### src/rtl/array_word_assembler.sv
// Assembles a valid/ready stream of WIDTH-bit words into an unpacked array of DEPTH elements.
// Optional shadow buffer for back-to-back arrays: define ARRAY_WORD_ASSEMBLER_SKID_EN.
module array_word_assembler #(
  parameter int WIDTH = 8,
  parameter int DEPTH = 4,
  localparam int CW = $clog2(DEPTH + 1),
  localparam int IW = (DEPTH > 1) ? $clog2(DEPTH) : 1
) (
  input  logic             clk,
  input  logic             rst,
  input  logic             in_valid,
  output logic             in_ready,
  input  logic [WIDTH-1:0] in_data,
  input  logic             in_last,
  output logic             out_valid,
  input  logic             out_ready,
  output logic [WIDTH-1:0] out_data [DEPTH-1:0],
  output logic [CW-1:0]    out_count,
  output logic             out_split
);

  typedef enum logic {FILL, HOLD} state_t;

  state_t           state;
  logic [IW-1:0]    idx;
  logic [WIDTH-1:0] elem [DEPTH-1:0];
  logic             is_last_slot;

  assign is_last_slot = (idx == IW'(DEPTH - 1));
  assign out_valid    = (state == HOLD);
  assign out_data     = elem;

`ifdef ARRAY_WORD_ASSEMBLER_SKID_EN
  logic [WIDTH-1:0] sh     [DEPTH-1:0];
  logic [WIDTH-1:0] sh_n   [DEPTH-1:0];
  logic [IW-1:0]    sh_idx, sh_idx_n;
  logic [CW-1:0]    sh_count, sh_count_n;
  logic             sh_split, sh_split_n;
  logic             sh_done, sh_done_n;

  assign in_ready = (state == FILL) || !sh_done;

  // Next shadow contents including this cycle's accept, so a handshake in the
  // same cycle promotes or moves the word that just arrived.
  always_comb begin
    sh_n       = sh;
    sh_idx_n   = sh_idx;
    sh_count_n = sh_count;
    sh_split_n = sh_split;
    sh_done_n  = sh_done;
    if (state == HOLD && in_valid && in_ready) begin
      sh_n[sh_idx] = in_data;
      if (in_last || sh_idx == IW'(DEPTH - 1)) begin
        sh_done_n  = 1'b1;
        sh_count_n = CW'(sh_idx) + CW'(1);
        sh_split_n = (sh_idx == IW'(DEPTH - 1)) && !in_last;
        sh_idx_n   = '0;
      end else begin
        sh_idx_n = sh_idx + IW'(1);
      end
    end
  end
`else
  assign in_ready = (state == FILL);
`endif

  always_ff @(posedge clk) begin
    if (rst) begin
      state     <= FILL;
      idx       <= '0;
      elem      <= '{default: '0};
      out_count <= '0;
      out_split <= 1'b0;
`ifdef ARRAY_WORD_ASSEMBLER_SKID_EN
      sh        <= '{default: '0};
      sh_idx    <= '0;
      sh_count  <= '0;
      sh_split  <= 1'b0;
      sh_done   <= 1'b0;
`endif
    end else begin
      case (state)
        FILL: begin
          if (in_valid) begin
            elem[idx] <= in_data;
            if (in_last || is_last_slot) begin
              state     <= HOLD;
              out_count <= CW'(idx) + CW'(1);
              out_split <= is_last_slot && !in_last;
              idx       <= '0;
            end else begin
              idx <= idx + IW'(1);
            end
          end
        end
        HOLD: begin
`ifdef ARRAY_WORD_ASSEMBLER_SKID_EN
          if (out_ready) begin
            // A cleared shadow is all zero, so copying it also clears the primary.
            elem <= sh_n;
            if (sh_done_n) begin
              out_count <= sh_count_n;
              out_split <= sh_split_n;
            end else begin
              state     <= FILL;
              idx       <= sh_idx_n;
              out_count <= '0;
              out_split <= 1'b0;
            end
            sh       <= '{default: '0};
            sh_idx   <= '0;
            sh_count <= '0;
            sh_split <= 1'b0;
            sh_done  <= 1'b0;
          end else begin
            sh       <= sh_n;
            sh_idx   <= sh_idx_n;
            sh_count <= sh_count_n;
            sh_split <= sh_split_n;
            sh_done  <= sh_done_n;
          end
`else
          if (out_ready) begin
            state     <= FILL;
            elem      <= '{default: '0};
            out_count <= '0;
            out_split <= 1'b0;
          end
`endif
        end
        default: state <= FILL;
      endcase
    end
  end

endmodule

### config.mk
export PLATFORM = sky130hd
export DESIGN_NAME = array_word_assembler
export DESIGN_NICKNAME = d
export VERILOG_FILES = /design/src/rtl/array_word_assembler.sv
export SDC_FILE = /design/constraint.sdc
export NUM_CORES = 1
export LEC_CHECK = 0
export ABC_AREA = 0
export CAP_MARGIN = 15
export CORE_MARGIN = 4
export CORE_UTILIZATION = 50
export CTS_CLUSTER_DIAMETER = 80
export DETAILED_ROUTE_END_ITERATION = 10
export PLACE_DENSITY = 0.9
export SYNTH_ARGS = -nofsm -noshare
export SYNTH_HDL_FRONTEND = slang
export SYNTH_SLANG_ARGS = --single-unit
export TNS_END_PERCENT = 5
### constraint.sdc
create_clock -name clk -period 2.2 [get_ports clk]
set_input_delay 0.44 -clock clk [delete_from_list [all_inputs] [get_ports clk]]
set_output_delay 0.44 -clock clk [all_outputs]
set_load 0.01 [all_outputs]
==> impl_summary.txt, run 1 <==
----------------------------------------------------
[Status]
  Run status ... finished clean

[Synthesis]
  Synth cell count leaders ... nand3_1 (60), dfxtp_1 (39), a21oi_1 (30)
  Synthesized netlist cell count ... 198
  Dominant cell type by area after synthesis ... dfxtp_1
  Mean instance size in the synthesized netlist ... 9.100 um2
  Unique masters post-synth ... 28
  Number of synthesized flops with an enable pin ... 0
  Number of warning messages in the yosys log ... 0
  Async set-or-reset flop fraction in the synthesized netlist ... 0%
  Primary flip-flop cell chosen by synthesis mapping ... dfxtp_1
  Most area-consuming cells after synthesis ... dfxtp_1 (43%), nand3_1 (17%), a21oi_1 (8.3%)
  Post-synth top area share ... 43.33%
  Sequential area share after synthesis ... 43.33%
  Flops & latches, synth ... 39
  Synthesized area ... 1802 um2
  Mapped Nets ... 215
  Most used standard cell by instance count after synthesis ... nand3_1

[Job]
  Max-capacitance violation count ... 0

[Pwr]
  Lkg Pwr ... 0.8182 nW
  Sequential share of power ... 57.7%
  Switching share of power ... 25.59%
  Worst supply voltage drop on vdd ... 0.3914 mV
  Pwr/cell area ... 543.5 nW/um2
  Int Pwr ... 0.0009422 W
  Power share of the combinational group ... 13.1%
  Relative contribution of the clock network to total power ... 29.2%
  Final total power ... 0.001266 W
  Psw ... 0.0003240 W

[Worst setup path]
  Cell with the biggest individual delay on the critical path ... dfxtp_1
  R2r endpoint ... out_data[28]$_SDFFE_PP0P_
  Worst reg2reg path startpoint ... idx[0]$_SDFFE_PP0P_
  Worst-path fanout max ... 7
  R2R setup slack ... 0.63 ns
  Element type at the critical path start ... flip-flop
  Crit path required time ... 1.76 ns
  Worst Path Arrival ... 1.50 ns
  Path type of the worst setup path ... flip-flop to output port
  Kind of capture point of the worst setup path ... output port
  Crit path launch ... out_valid$_SDFF_PP0_
  Path depth of the worst reg2reg path ... 4
  Critical Path, Cell by Cell ... inv_1 -> clkdlybuf4s50_1
  Crit-path max cell delay ... 0.52 ns

[Clock network]
  H-Tree Level Count ... 2
  Post-CTS clock slew at the launch and capture registers of the worst setup and hold paths ... 0.11 ns
  Clock Tree Buf Depth ... 2
  Post-CTS resize count ... 0
  Buffer type at the clock tree root ... clkbuf_4
  CTS Buf Count ... 5
  Total number of clock tree sinks ... 39
  Clock network latency to the later pin of the worst-skew pair ... 0.35 ns
  Number of buffers inserted by post-CTS setup repair ... 0
  Clock tree from TritonCTS ... built
  Hold-fix buffers at CTS ... 0

[Layout]
  Final Non-Filler Cells ... 287
  Nets@finish ... 258
  Multi-input logic area ... 897.1 um2
  Syn-to-layout area delta ... 29.31%
  Register area ... 780.7 um2
  Filler Cell Count ... 294
  # diodes ... 0
  Fraction of final layout cells sized beyond drive strength 1 ... 13.69%

[GRT]
  Pin count of the biggest net entering global routing ... 40
  Global-route usage over all layers ... 20.44%
  First-pass GRT wire length ... 7.134 mm
  Global-route congestion overflow total ... 0
  Antenna violations before repair ... 0
  Number of global-route vias before repair ... 1554

[Detailed routing]
  Via count ... 1602
  DRC violation count after routing ... 0
  Number of vias per cell after detailed routing ... 5.582
  Number of antenna-violating nets in the routed design ... 0
  Per-cell routed wire length ... 14.87 um
  Wire length reported by the detailed router ... 4.268 mm
  Drt initial violations ... 170
  Number of iterations in the first detailed-routing pass ... 4

[Floorplanning]
  IO Pins ... 51
  Initial core utilization ... 52.75%
  Site row count ... 21
  Width of the die ... 68.03 um
  CORE AREA ... 3416 um2
  Vertical die dimension ... 68.03 um
  Area enclosed by the die boundary ... 4628 um2

[Placement]
  Post-placement cell count ... 280
  IO buf count ... 50
  Post-detailed-placement half-perimeter wirelength ... 2.964 mm
  Routability cong. ... 0.8280

[Min path]
  Worst hold path depth ... 2
  Startpoint of the tightest hold check path ... out_data[25]$_SDFFE_PP0P_
  Classification of the worst-slack hold path ... flip-flop to flip-flop
  Capture endpoint of the worst hold path ... out_data[25]$_SDFFE_PP0P_

[Timing]
  Post-layout min period ... 1.938 ns
  Pin slew with the least headroom to its limit ... 0.4996 ns
  Number of pins with negative max-slew slack in the final report ... 0
  Unrepaired setup endpoints after global routing ... no
  Number of hold violations in the final report ... 0
  Setup violation total in the final timing report ... 0
  Peak Freq ... 516.1 MHz
  Fin Clk Skew ... 0.005054 ns
  Setup TNS ... 0 ns
  Worst relative slew slack ... 66.63%
  Period utilisation layout ... 88.08%

----------------------------------------------------
sequential cells by signal, summed over array words and instances (netlist names):
name and cells:
out_split 1, out_count 3, out_valid 1, idx 2, out_data 32
worst max path at each step:
stage | endpoint | cells after the start | slack [ns]
floorplan | out_data[16]$_SDFFE_PP0P_ | 6 | 0.95
global placement | out_data[0]$_SDFFE_PP0P_ | 4 | 0.27
detailed placement | out_data[0]$_SDFFE_PP0P_ | 4 | 0.23
CTS | in_ready | 2 | 0.26
global route | in_ready | 2 | 0.20
finish | in_ready | 2 | 0.26
final cells by class:
| type | instances | share of cell area (%) |
|---|---|---|
| Inverter | 4 | 0.6445 |
| Multi-Input combinational cell | 138 | 38.51 |
| Sequential cell | 39 | 33.51 |
| Tap cell | 46 | 2.470 |
| Clock buffer | 6 | 2.202 |
| Timing Repair Buffer | 53 | 22.45 |
| Clock inverter | 1 | 0.2148 |
stage by stage:
stage	hold slack [ns]	cell area (um2)	worst slack, ns	util [%]
after floorplan	0.4648	1802	0.9463	-
after global placement	0.4552	2273	0.2713	66.56
after detailed placement	0.4589	2273	0.2313	66.56
after CTS	0.4745	2330	0.2584	68.21
after global routing	0.4892	2330	0.1988	68.21
final	0.4717	2330	0.2622	68.21
per-layer routing:
layer / track usage [%] / share of wire, % / up-vias
met2: 33.33 / 47 / 66
li1: - / - / 795
met3: 5.747 / 7.7 / 7
met5: 0 / 0 / -
met1: 26.32 / 44 / 734
met4: 5.707 / 1.5 / 0
placed cells by master (no fill, tap or decap), drive strengths merged, types with 2 or more instances in the layout:
cell type,instances
a21oi,38
and2b,2
and3b,5
buf,3
clkbuf,6
clkdlybuf4s50,50
dfxtp,39
ha,4
inv,4
nand2,3
nand3,68
nand3b,5
nor2b,4
o211ai,3
power groups by stage:
stage	Sequential, W	Clock (W)	Combinational [W]
finish	0.000731	0.000369	0.000166
CTS	0.000731	0.000375	0.000165
detailed placement	0.000747	0	0.000164
floorplan	0.000751	0	0.0000925
global placement	0.000747	0	0.000162
global route	0.000732	0.000408	0.000182
critical path, delay by kind of cell (launching register included):
family	cells	cell delay, ns
buf+inv	2	0.63
flops	1	0.52
logic make-up (layout without fill, tap and decap cells):
| family | after synthesis | in the layout | synth area share, % |
|---|---|---|---|
| DFF | 39 | 39 | 43.33 |
| adders and majority gates | 4 | 4 | 2.778 |
| and+or+nand+nor | 90 | 90 | 32.50 |
| AOI/OAI and AO/OA | 44 | 44 | 14.51 |
| buffers and inverters | 21 | 64 | 6.874 |
(Power assumes the default switching activity.)
==> run 2, diff against run 1 <==
--- a/config.mk
+++ b/config.mk
@@ -9,9 +9,11 @@
 export CAP_MARGIN = 15
 export CORE_MARGIN = 4
 export CORE_UTILIZATION = 50
+export CTS_BUF_LIST = sky130_fd_sc_hd__clkbuf_4 sky130_fd_sc_hd__clkbuf_8 sky130_fd_sc_hd__clkbuf_16
 export CTS_CLUSTER_DIAMETER = 80
 export DETAILED_ROUTE_END_ITERATION = 10
 export PLACE_DENSITY = 0.9
+export SLEW_MARGIN = 30
 export SYNTH_ARGS = -nofsm -noshare
 export SYNTH_HDL_FRONTEND = slang
 export SYNTH_SLANG_ARGS = --single-unit
==> results of run 2 <==
Final layout, timing and power as in run 1 (identical DEF).
